--- config.mk ---
export PLATFORM = sky130hd
export DESIGN_NAME = eros_obi_fwd_demux
export DESIGN_NICKNAME = d
export VERILOG_FILES = /design/src/rtl/eros_obi_fwd_demux.sv
export SDC_FILE = /design/constraint.sdc
export NUM_CORES = 1
export LEC_CHECK = 0
export BUFFER_PORTS_ARGS = -buffer_cell sky130_fd_sc_hd__buf_2
export CORE_AREA = 2 2 121 123
export CTS_BUF_LIST = sky130_fd_sc_hd__clkbuf_16
export CTS_CLUSTER_DIAMETER = 40
export CTS_CLUSTER_SIZE = 8
export DETAILED_ROUTE_END_ITERATION = 8
export DIE_AREA = 0 0 123 125
export PLACE_DENSITY_LB_ADDON = 0.1
export SLEW_MARGIN = 25
export SYNTH_ARGS = -nofsm -noshare
export SYNTH_HDL_FRONTEND = slang
export SYNTH_SLANG_ARGS = --single-unit
--- constraint.sdc ---
create_clock -name clk_i -period 4.3 [get_ports clk_i]
set_clock_uncertainty 0.2 [all_clocks]
set_input_delay 0.645 -clock clk_i [delete_from_list [all_inputs] [get_ports clk_i]]
set_output_delay 0.645 -clock clk_i [all_outputs]
set_load 0.05 [all_outputs]
--- src/rtl/eros_obi_fwd_demux.sv ---
// Per-master 1-to-2 OBI forward demultiplexer: splits requests between the crossbar
// and the safe-CPU register port and returns responses in order.
module eros_obi_fwd_demux #(
  parameter int unsigned MaxTrans     = 4,
  parameter logic [31:0] RegStartAddr = 32'h0002_0000,
  parameter logic [31:0] RegEndAddr   = 32'h0002_1000
) (
  input  logic        clk_i,
  input  logic        rst_i,
  input  logic        m_req_i,
  output logic        m_gnt_o,
  input  logic [31:0] m_addr_i,
  input  logic        m_we_i,
  input  logic [3:0]  m_be_i,
  input  logic [31:0] m_wdata_i,
  output logic        m_rvalid_o,
  output logic [31:0] m_rdata_o,
  output logic        xbar_req_o,
  input  logic        xbar_gnt_i,
  output logic [31:0] xbar_addr_o,
  output logic        xbar_we_o,
  output logic [3:0]  xbar_be_o,
  output logic [31:0] xbar_wdata_o,
  input  logic        xbar_rvalid_i,
  input  logic [31:0] xbar_rdata_i,
  output logic        reg_req_o,
  input  logic        reg_gnt_i,
  output logic [31:0] reg_addr_o,
  output logic        reg_we_o,
  output logic [3:0]  reg_be_o,
  output logic [31:0] reg_wdata_o,
  input  logic        reg_rvalid_i,
  input  logic [31:0] reg_rdata_i,
  output logic        err_o
);

  localparam int unsigned CntW = $clog2(MaxTrans + 1);
  localparam logic [CntW-1:0] MaxCnt = CntW'(MaxTrans);

  logic [CntW-1:0] cnt_q;
  logic            tgt_q;
  logic            sel;
  logic            busy;
  logic            stall;
  logic            gnt;
  logic            accept;
  logic            rvalid;
  logic            err;

  assign sel    = (m_addr_i >= RegStartAddr) && (m_addr_i < RegEndAddr);
  assign busy   = (cnt_q != '0);
  assign stall  = (cnt_q == MaxCnt) || (busy && (sel != tgt_q));
  assign gnt    = !stall && (sel ? reg_gnt_i : xbar_gnt_i);
  assign accept = m_req_i && gnt;
  assign rvalid = busy && (tgt_q ? reg_rvalid_i : xbar_rvalid_i);

  // Any response from the port we are not waiting on, or with nothing pending, is dropped.
  assign err = (xbar_rvalid_i && (!busy || tgt_q)) ||
               (reg_rvalid_i  && (!busy || !tgt_q));

  always_comb begin
    m_gnt_o      = 1'b0;
    xbar_req_o   = 1'b0;
    reg_req_o    = 1'b0;
    xbar_addr_o  = '0;
    xbar_we_o    = 1'b0;
    xbar_be_o    = '0;
    xbar_wdata_o = '0;
    reg_addr_o   = '0;
    reg_we_o     = 1'b0;
    reg_be_o     = '0;
    reg_wdata_o  = '0;
    m_rvalid_o   = 1'b0;
    m_rdata_o    = '0;
    err_o        = 1'b0;
    if (!rst_i) begin
      m_gnt_o      = gnt;
      xbar_req_o   = !stall && !sel && m_req_i;
      reg_req_o    = !stall && sel && m_req_i;
      xbar_addr_o  = m_addr_i;
      xbar_we_o    = m_we_i;
      xbar_be_o    = m_be_i;
      xbar_wdata_o = m_wdata_i;
      reg_addr_o   = m_addr_i;
      reg_we_o     = m_we_i;
      reg_be_o     = m_be_i;
      reg_wdata_o  = m_wdata_i;
      m_rvalid_o   = rvalid;
      m_rdata_o    = rvalid ? (tgt_q ? reg_rdata_i : xbar_rdata_i) : '0;
      err_o        = err;
    end
  end

  always_ff @(posedge clk_i or posedge rst_i) begin
    if (rst_i) begin
      cnt_q <= '0;
      tgt_q <= 1'b0;
    end else begin
      if (accept) begin
        tgt_q <= sel;
      end
      if (accept && !rvalid) begin
        cnt_q <= cnt_q + 1'b1;
      end else if (!accept && rvalid) begin
        cnt_q <= cnt_q - 1'b1;
      end
    end
  end

endmodule

==> results.py, run 1 <==
metrics = {
    "run_status": {
        "outcome": "completed",
    },
    "detailed_routing": {
        "drt_first_iter_violations": 35,
        "dr_total_vias": 2555,
        "drc": 0,
        "drt-wirelength-per-cell_microns": 12.2,
        "first_pass_iters": 4,
        "ant_nets": 0,
        "drt-vias-per-instance": 3.74,
        "drt-total-wl_mm": 8.31,
    },
    "synth": {
        "syn_nets": 405,
        "netlist.top_cell.by_area": "buf_4",
        "syn_inst": 263,
        "async_flop_share": 1.00,
        "synth_ff_type": "dfrtp_1",
        "yosysUniqueCellTypes": 33,
        "netlist_top_cells_count": "buf_4, nor2b_1, nor2_1",
        "ys_ff_latch": 4,
        "synth_area_leaders": "buf_4, nor2b_1, mux2i_1, nor2_1, dfrtp_1",
        "yosysWarnings": 0,
        "synth_edf_count": 0,
        "avgSynthCellArea_sq_um": 7.14,
        "synth.cell_area_sq_mm": 0.00188,
        "synth_top_area_share": 0.276,
        "seq_area_frac_synth": 0.0533,
    },
    "pwr": {
        "p_int_uw": 355,
        "peakVddDrop_mv": 0.128,
        "sw_frac_of_total": 0.609,
        "clkPwrFrac": 0.167,
        "power_density_mw_per_mm2": 284,
        "p_leak_uw": 0.00185,
        "power_frac_comb": 0.748,
        "pwr-share-seq": 0.085,
        "netSwitchingPower_uw": 552,
    },
    "critical_path": {
        "timing.rr.end": "cnt_q[2]$_DFFE_PP0P_",
        "required_ps": 3450,
        "critical_path.startpoint": "rst_i",
        "critPathKind": "in -> out",
        "worstPathMaxFanout": 33,
        "arrival_ps": 2130,
        "crit_end": "m_rdata_o[14]",
        "regToRegSetupSlack_ps": 1530,
        "r2r-start": "tgt_q$_DFFE_PP0P_",
        "worst_setup_path_end_kind": "output pin",
        "start_kind": "primary input",
        "reg2reg_depth": 10,
    },
    "sta": {
        "slew_headroom": 0.545,
        "setup_viol": 0,
        "finalHoldViolations": 0,
        "drv_slew": 0,
        "tightestPinTransition_ps": 682,
        "rsz0062_at_grt": "false",
        "fin_crit_sh": 0.691,
        "fmaxAchievable_mhz": 336,
        "min_period_ps": 2970,
        "tns_ps": 0,
    },
    "grt": {
        "gr-usage-all-layers": 0.0929,
        "grt_pass1_vias": 2305,
        "antenna_found_initial": 2,
        "globalRouteOverflowTotal": 0,
        "grt_start_max_net_pins": 72,
        "grt_pass1_wl_mm": 11.0,
    },
    "clock_tree": {
        "cts_root_buf": "clkbuf_16",
        "clock-sinks": 4,
        "path_clk_slew_ps": 40,
        "cts_tree": "done",
        "htreeDepth": 1,
        "cts.repair.resized": 0,
        "clock_latency_ps": 230,
        "post_cts_buffers": 0,
        "cts_made_buffers": 3,
        "clockBufferDepth": 2,
        "cts_hold_buf": 0,
    },
    "cells_and_area": {
        "syn_to_final_growth_pct": 70.1,
        "design_area_sq_mm": 0.00319,
        "nFillCells": 1621,
        "drive_above_1_share": 0.659,
        "nets": 642,
    },
    "hold_path": {
        "hp-class": "in -> async",
    },
    "floorplanning": {
        "start_util": 0.132,
        "die_area_sq_mm": 0.0154,
        "pin_count": 315,
        "die_h_microns": 125,
        "rows": 44,
        "coreArea_sq_mm": 0.0142,
        "die_x_microns": 123,
    },
    "placed_design": {
        "dp_hpwl_mm": 7.23,
        "port-buffer-count": 314,
        "dpl_cell_area_sq_mm": 0.00311,
        "routabilityCongestion": 0.705,
    },
    "run": {
        "max_cap_violations": 0,
    },
}
==> cell type report <==
| cell class | instances | area, sq um | share of cell area |
|---|---|---|---|
| sequential | 4 | 101 | 0.0317 |
| tap | 184 | 230 | 0.0721 |
| clock buffer | 3 | 75.1 | 0.0235 |
| inverter | 3 | 11.3 | 0.00353 |
| timing repair buffer | 316 | 1590 | 0.497 |
| antenna | 1 | 2.50 | 0.000784 |
| clock inverter | 1 | 3.75 | 0.00118 |
| multi-input combinational | 172 | 1180 | 0.370 |
==> worst max-delay path, stage by stage <==
cell and delay [ps]:
buf_2 100, inv_1 230, nand3_2 590, nor2_1 260, buf_2 290
==> kinds of logic after synthesis <==
logic type                 share of synthesized area
and+or+nand+nor                                0.383
buffers and inverters                          0.317
muxes                                          0.188
AOI/OAI and AO/OA                             0.0280
DFF                                           0.0533
xor gates and xnor gates                      0.0140
adders and majority gates                     0.0173
==> how the worst min path moves through the flow <==
stage | depth (start not counted) | to | slack, ps | from
floorplan | 1 | cnt_q[2]$_DFFE_PP0P_ | 270 | cnt_q[2]$_DFFE_PP0P_
global placement | 1 | cnt_q[2]$_DFFE_PP0P_ | 320 | cnt_q[2]$_DFFE_PP0P_
detailed placement | 1 | cnt_q[2]$_DFFE_PP0P_ | 310 | cnt_q[2]$_DFFE_PP0P_
CTS | 2 | cnt_q[1]$_DFFE_PP0P_ | 170 | rst_i
global route | 2 | cnt_q[1]$_DFFE_PP0P_ | 190 | rst_i
finish | 2 | cnt_q[1]$_DFFE_PP0P_ | 160 | rst_i
==> power groups by stage <==
stage | Combinational (uW) | Clock (uW) | Sequential, uW
after floorplan | 550 | 0 | 72.5
after global placement | 687 | 0 | 79.1
after detailed placement | 684 | 0 | 78.2
after CTS | 687 | 155 | 77.8
after global routing | 721 | 158 | 82.1
final | 678 | 151 | 77.3
==> stage by stage <==
step	worst slack, ps	total power, uW	util	hold WS [ps]	instances
2_1_floorplan	1060	622	-	271	263
3_3_place_gp	1220	766	0.219	316	679
3_5_place_dp	1220	762	0.219	311	679
4_1_cts	1250	919	0.225	171	683
5_1_grt	1070	961	0.225	191	683
6_report	1330	907	0.225	160	684
==> layout by cell type, fill, tap and decap left out <==
| master | instances |
|---|---|
| buf_2 | 314 |
| nor2b_1 | 69 |
| nor2_1 | 35 |
| mux2i_1 | 33 |
| nand2_1 | 4 |
| nor3_1 | 3 |
| inv_1 | 3 |
| clkbuf_16 | 3 |
| dfrtp_1 | 3 |
| xor2_1 | 2 |
| mux2_2 | 2 |
| o211ai_1 | 2 |
| nor4b_2 | 2 |
| nor4_2 | 2 |
| nor4_1 | 2 |
| o21ai_0 | 2 |
| buf_4 | 2 |
| diode_2 | 1 |
| o21a_1 | 1 |
| nor3b_1 | 1 |
| nand4bb_1 | 1 |
| nand3_1 | 1 |
| or2_4 | 1 |
| or3_1 | 1 |
| nand3_2 | 1 |
| a21oi_1 | 1 |
| and4_1 | 1 |
| inv_2 | 1 |
| o2111ai_1 | 1 |
| xnor2_1 | 1 |
| a31oi_1 | 1 |
| fa_1 | 1 |
| ha_1 | 1 |
| dfrtp_2 | 1 |
==> flip-flops by register name, indices dropped and copies added (netlist names) <==
name,flops
cnt_q,3
tgt_q,1
==> routing by layer <==
layer  wire length [microns]  share of wire  GRT usage  vias up
met4                      55         0.0066     0.0180        0
met5                       0              0          0        -
met3                    1110           0.13     0.0338        6
li1                        -              -          -     1258
met1                    2630           0.32     0.0803     1115
met2                    4520           0.54      0.196      176
No activity file was read; power rests on OpenSTA's default activity.
==> run 2: changes to the inputs <==
- clock period: 4.3 -> 2.7 ns (I/O delays scaled with it)
==> run 2 against run 1 <==
Die area is the same. Largest power group unchanged. Critical endpoint is now cnt_q[2]$_DFFE_PP0P_. Non-clock buffer count grew 8. Via count grew 1.3%.
==> results.py, run 2 (same netlist as run 1, synthesis figures left out) <==
metrics = {
    "clock_tree": {
        "clock_latency_ps": 230,
        "clock-sinks": 4,
        "post_cts_buffers": 0,
        "path_clk_slew_ps": 40,
        "cts_root_buf": "clkbuf_16",
        "clockBufferDepth": 2,
        "cts_hold_buf": 0,
        "htreeDepth": 1,
        "cts_tree": "done",
        "cts_made_buffers": 3,
    },
    "critical_path": {
        "regToRegSetupSlack_ps": 330,
        "critPathKind": "in -> reg",
        "arrival_ps": 2500,
        "required_ps": 2650,
        "timing.rr.end": "cnt_q[2]$_DFFE_PP0P_",
        "cpPeakStageDelay_ps": 330,
        "slowest_stage": "fa_2",
        "crit_end": "cnt_q[2]$_DFFE_PP0P_",
        "critical_path.startpoint": "m_addr_i[20]",
        "start_kind": "primary input",
        "crit_path_cell_trace": "buf_2 > nor4_4 > buf_4 > nand3_2 > or2_4 > mux2i_1 > ha_2 > inv_1 > fa_2 > xor2_1 > nor2_1 > xor2_1",
        "reg2reg_depth": 9,
        "worst_setup_path_end_kind": "flop",
        "crit_top_cell": "xor2_1",
        "worstPathMaxFanout": 5,
        "r2r-start": "cnt_q[1]$_DFFE_PP0P_",
    },
    "detailed_routing": {
        "drc": 0,
        "first_pass_iters": 4,
        "top_layer_used": "met4",
        "drt-vias-per-instance": 3.74,
        "met3_length_mm": 1.14,
        "drt-wirelength-per-cell_microns": 13.2,
        "ant_nets": 0,
        "drt-total-wl_mm": 9.12,
        "wl_met1_mm": 3.11,
        "drt_first_iter_violations": 57,
        "wl_met2_mm": 4.82,
        "dr_total_vias": 2588,
    },
    "cells_and_area": {
        "biggestRegsByFlops": "cnt_q x3, tgt_q x1",
        "layout_common_cells": "buf_2, nor2b_1, nor2_1",
        "nets": 650,
        "largest_register": "cnt_q",
        "syn_to_final_growth_pct": 76.3,
        "nFillCells": 1618,
        "fin_util": 0.233,
        "drive_above_1_share": 0.671,
        "final_common_cell": "buf_2",
        "largest_reg_flops": 3,
    },
    "floorplanning": {
        "pin_count": 315,
        "die_area_sq_mm": 0.0154,
        "start_util": 0.132,
        "rows": 44,
        "coreArea_sq_mm": 0.0142,
        "die_h_microns": 125,
        "die_x_microns": 123,
    },
    "sta": {
        "rsz0062_at_grt": "true",
        "finalHoldViolations": 0,
        "tns_ps": 0,
        "drv_slew": 0,
        "fin_crit_sh": 0.946,
        "fmaxAchievable_mhz": 392,
        "whs_ps": 25.0,
        "setup_viol": 0,
        "min_period_ps": 2550,
        "tightestPinTransition_ps": 709,
        "slew_headroom": 0.528,
    },
    "hold_path": {
        "hp-class": "in -> async",
    },
    "run_status": {
        "outcome": "completed",
    },
    "grt": {
        "antenna_found_initial": 2,
        "gr-usage-all-layers": 0.106,
        "grt_start_max_net_pins": 72,
        "grt_pass1_wl_mm": 12.4,
        "globalRouteOverflowTotal": 0,
        "grt_pass1_vias": 2409,
    },
    "placed_design": {
        "port-buffer-count": 314,
        "dp_hpwl_mm": 8.01,
        "routabilityCongestion": 0.760,
    },
    "pwr": {
        "power_density_mw_per_mm2": 452,
        "peakVddDrop_mv": 0.200,
        "p_leak_uw": 0.00191,
    },
    "run": {
        "max_cap_violations": 0,
    },
}
run 2: cell count changes in the layout (fill, tap and decap cells not counted), sizes merged:
| cell | before | now |
|---|---|---|
| buf | 316 | 324 |
run 2: metal layers:
| metal | vias up | track usage |
|---|---|---|
| li1 | 1277 | - |
| met1 | 1122 | 0.104 |
| met2 | 185 | 0.214 |
| met3 | 4 | 0.0351 |
| met4 | 0 | 0.0160 |
| met5 | - | 0 |
run 2: worst min-delay path by stage:
stage / slack, ps / cells past startpoint / end
6_report: 20 / 3 / cnt_q[1]$_DFFE_PP0P_
5_1_grt: 60 / 3 / cnt_q[1]$_DFFE_PP0P_
4_1_cts: 40 / 3 / cnt_q[1]$_DFFE_PP0P_
3_5_place_dp: 280 / 3 / cnt_q[0]$_DFFE_PP0P_
3_3_place_gp: 290 / 3 / cnt_q[1]$_DFFE_PP0P_
2_1_floorplan: 190 / 2 / cnt_q[0]$_DFFE_PP0P_
run 2: repair_timing:
| action | 4_1_cts | 5_1_grt |
|---|---|---|
| pin swaps | 3 | 0 |
| gates resized for setup | 3 | 2 |
| endpoints found under the setup margin | 2 | 1 |
| cloned | 0 | 0 |
run 2: layout make-up:
cell class | instances | area, sq um | area share
Clock buffer | 3 | 75.1 | 0.0227
Tap cell | 184 | 230 | 0.0696
Inverter | 3 | 11.3 | 0.00340
Timing Repair Buffer | 324 | 1670 | 0.506
Clock inverter | 1 | 3.75 | 0.00113
Multi-Input combinational cell | 172 | 1210 | 0.366
Antenna cell | 1 | 2.50 | 0.000756
Sequential cell | 4 | 101 | 0.0306
run 2: stage by stage:
| step | setup slack, ps | power, uW | std cells | instance area (sq um) |
|---|---|---|---|---|
| 2_1_floorplan | 89.8 | 992 | 263 | 1880 |
| 3_3_place_gp | -263 | 1250 | 688 | 3210 |
| 3_5_place_dp | -265 | 1250 | 688 | 3210 |
| 4_1_cts | 45.6 | 1500 | 691 | 3300 |
| 5_1_grt | -21.6 | 1580 | 691 | 3310 |
| 6_report | 147 | 1500 | 692 | 3310 |
run 2: critical path, delay by kind of cell:
family / cells / cell delay [ps]
simple gates: 4 / 790
fa+ha+maj: 2 / 520
buf+inv: 3 / 330
xor+xnor: 2 / 290
mux: 1 / 170
run 2: where the power goes:
group          total (uW)  switching [uW]  internal, uW
combinational        1120             810           311
clock                 246            53.3           192
sequential            128            42.6          85.6
==> run 3: changes to the inputs <==
- ABC_AREA: default -> 1
- CORE_AREA: 2 2 121 123 -> 2 2 122 124
- DIE_AREA: 0 0 123 125 -> 0 0 124 126
==> run 3 against run 2 <==
Die area up 1.6%. Routed wire length down 4.0%. Utilization up 1.4 points. Critical endpoint is now m_rdata_o[31].
==> results.py, run 3 <==
metrics = {
    "critical_path": {
        "arrival_ps": 1910,
        "cpPeakStageDelay_ps": 400,
        "worstPathMaxFanout": 32,
        "start_kind": "flop",
        "required_ps": 2100,
        "worst_setup_path_end_kind": "output pin",
        "worst-path-buf-inv": 2,
        "critPathKind": "reg -> out",
        "crit_path_cell_trace": "nor2_2 > nand2_2 > nand2_2 > nor2_2 > a31oi_2 > nor2_4 > inv_8 > a21oi_1 > buf_2",
        "slowest_stage": "dfrtp_1",
        "cp_top_family": "simple AND/OR/NAND/NOR gates",
    },
    "cells_and_area": {
        "design_area_sq_mm": 0.00354,
        "biggestRegsByFlops": "cnt_q x3, tgt_q x1",
        "layout_common_cells": "buf_2, nand2_1, nor2_1",
        "syn_to_final_growth_pct": 62.7,
        "stdcell_count": 828,
        "nFillCells": 1653,
        "n_antenna_cell": 0,
        "drive_above_1_share": 0.582,
        "largest_register": "cnt_q",
        "final_common_cell": "buf_2",
        "nets": 788,
        "largest_reg_flops": 3,
    },
    "clock_tree": {
        "clock-sinks": 4,
        "cts_root_buf": "clkbuf_16",
        "cts_made_buffers": 3,
        "post_cts_buffers": 0,
        "cts.repair.resized": 0,
        "cts_hold_buf": 0,
        "clockBufferDepth": 2,
        "clock_latency_ps": 220,
        "path_clk_slew_ps": 30,
        "htreeDepth": 1,
        "cts_tree": "done",
    },
    "detailed_routing": {
        "drt-wirelength-per-cell_microns": 10.6,
        "dr_total_vias": 3084,
        "first_pass_iters": 4,
        "wl_met2_mm": 4.56,
        "top_layer_used": "met4",
        "wl_met1_mm": 3.00,
        "ant_nets": 0,
        "drt-total-wl_mm": 8.76,
        "drc": 0,
        "drt_first_iter_violations": 66,
        "drt-vias-per-instance": 3.72,
        "met3_length_mm": 1.07,
    },
    "placed_design": {
        "dp_cells": 825,
        "port-buffer-count": 314,
        "dp_hpwl_mm": 7.66,
        "routabilityCongestion": 0.769,
        "dpl_cell_area_sq_mm": 0.00344,
    },
    "pwr": {
        "netSwitchingPower_uw": 923,
        "p_int_uw": 591,
        "power_density_mw_per_mm2": 428,
        "pwr-share-seq": 0.071,
        "finalPower_uw": 1510,
        "peakVddDrop_mv": 0.116,
        "clkPwrFrac": 0.152,
        "power_frac_comb": 0.777,
        "sw_frac_of_total": 0.610,
        "p_leak_uw": 0.00244,
    },
    "synth": {
        "syn_inst": 404,
        "synth_top_area_share": 0.238,
        "async_flop_share": 1.00,
        "synth_most_common_cell": "nand2_1",
        "seq_area_frac_synth": 0.0460,
        "yosysWarnings": 0,
        "synth_area_leaders": "buf_4, nand2_1, nor2_1, inv_1, a21oi_2",
        "netlist_top_cells_count": "nand2_1, nor2_1, inv_1",
        "synth.cell_area_sq_mm": 0.00217,
        "synth_ff_type": "dfrtp_1",
        "netlist.top_cell.by_area": "buf_4",
        "avgSynthCellArea_sq_um": 5.38,
        "syn_nets": 546,
        "synth_edf_count": 0,
        "yosysUniqueCellTypes": 26,
        "ys_ff_latch": 4,
    },
    "sta": {
        "tightestPinTransition_ps": 340,
        "slew_headroom": 0.773,
        "fin_crit_sh": 0.930,
        "setup_viol": 0,
        "drv_slew": 0,
        "finalHoldViolations": 0,
        "min_period_ps": 2510,
        "fmaxAchievable_mhz": 398,
        "rsz0062_at_grt": "false",
        "whs_ps": 37.5,
    },
    "grt": {
        "grt_pass1_vias": 2709,
        "antenna_found_initial": 0,
        "gr-usage-all-layers": 0.100,
        "grt_start_max_net_pins": 33,
        "grt_pass1_wl_mm": 12.4,
        "globalRouteOverflowTotal": 0,
    },
    "run": {
        "max_cap_violations": 0,
    },
    "hold_path": {
        "hp-class": "in -> async",
    },
    "floorplanning": {
        "die_area_sq_mm": 0.0156,
        "pin_count": 315,
        "start_util": 0.152,
        "rows": 44,
        "coreArea_sq_mm": 0.0143,
        "die_h_microns": 126,
        "die_x_microns": 124,
    },
    "run_status": {
        "outcome": "completed",
    },
}
## run 3: changes by cell type after synthesis, moves of 7 or more
cell and change:
clkbuf_1 +7, a21oi_2 +30, inv_1 +77, buf_2 -7
mux2i_1 -33, nor2b_1 -69, nor2_1 +52, nand2_1 +85
## run 3: per-layer routing
metal / up-vias / global-route usage
li1: 1580 / -
met1: 1302 / 0.0910
met2: 194 / 0.208
met3: 8 / 0.0267
met4: 0 / 0.0291
met5: - / 0
## run 3: kinds of logic after synthesis
family | after synthesis | synth area share
and+or+nand+nor | 191 | 0.349
buffers and inverters | 168 | 0.438
AOI/OAI and AO/OA | 36 | 0.138
DFF | 4 | 0.0460
xor gates and xnor gates | 2 | 0.00806
adders and majority gates | 2 | 0.0150
muxes | 1 | 0.00518
## run 3: worst paths after layout
path	startpoint	to	slack [ps]	cells after the start
max	cnt_q[1]$_DFFE_PP0P_	m_rdata_o[31]	190	9
min	rst_i	cnt_q[1]$_DFFE_PP0P_	40	2
max reg2reg	cnt_q[1]$_DFFE_PP0P_	cnt_q[2]$_DFFE_PP0P_	270	11
min reg2reg	cnt_q[0]$_DFFE_PP0P_	cnt_q[0]$_DFFE_PP0P_	340	1
max in group asynchronous	rst_i	cnt_q[2]$_DFFE_PP0P_	2090	2
min in group clk_i	m_req_i	tgt_q$_DFFE_PP0P_	290	3
## run 3: metrics by stage
step / utilization / TNS (ps) / worst slack, ps
global route: 0.247 / 0 / 9.55
global placement: 0.240 / -34.9 / -34.9
finish: 0.247 / 0 / 189
CTS: 0.246 / 0 / 87.1
detailed placement: 0.240 / -52.7 / -52.7
floorplan: - / 0 / 126
## run 3: layout make-up
| type | instances | area, sq um | share of cell area |
|---|---|---|---|
| Inverter | 81 | 314 | 0.0888 |
| Timing Repair Buffer | 324 | 1680 | 0.474 |
| Tap cell | 184 | 230 | 0.0651 |
| Multi-Input combinational cell | 232 | 1140 | 0.323 |
| Clock buffer | 3 | 75.1 | 0.0212 |
| Sequential cell | 4 | 100 | 0.0283 |
## run 3: power by group through the flow
stage	clock network (uW)	registers [uW]	logic, uW
2_1_floorplan	0	105	948
3_3_place_gp	0	109	1180
3_5_place_dp	0	109	1180
4_1_cts	233	108	1180
5_1_grt	238	112	1260
6_report	231	108	1180
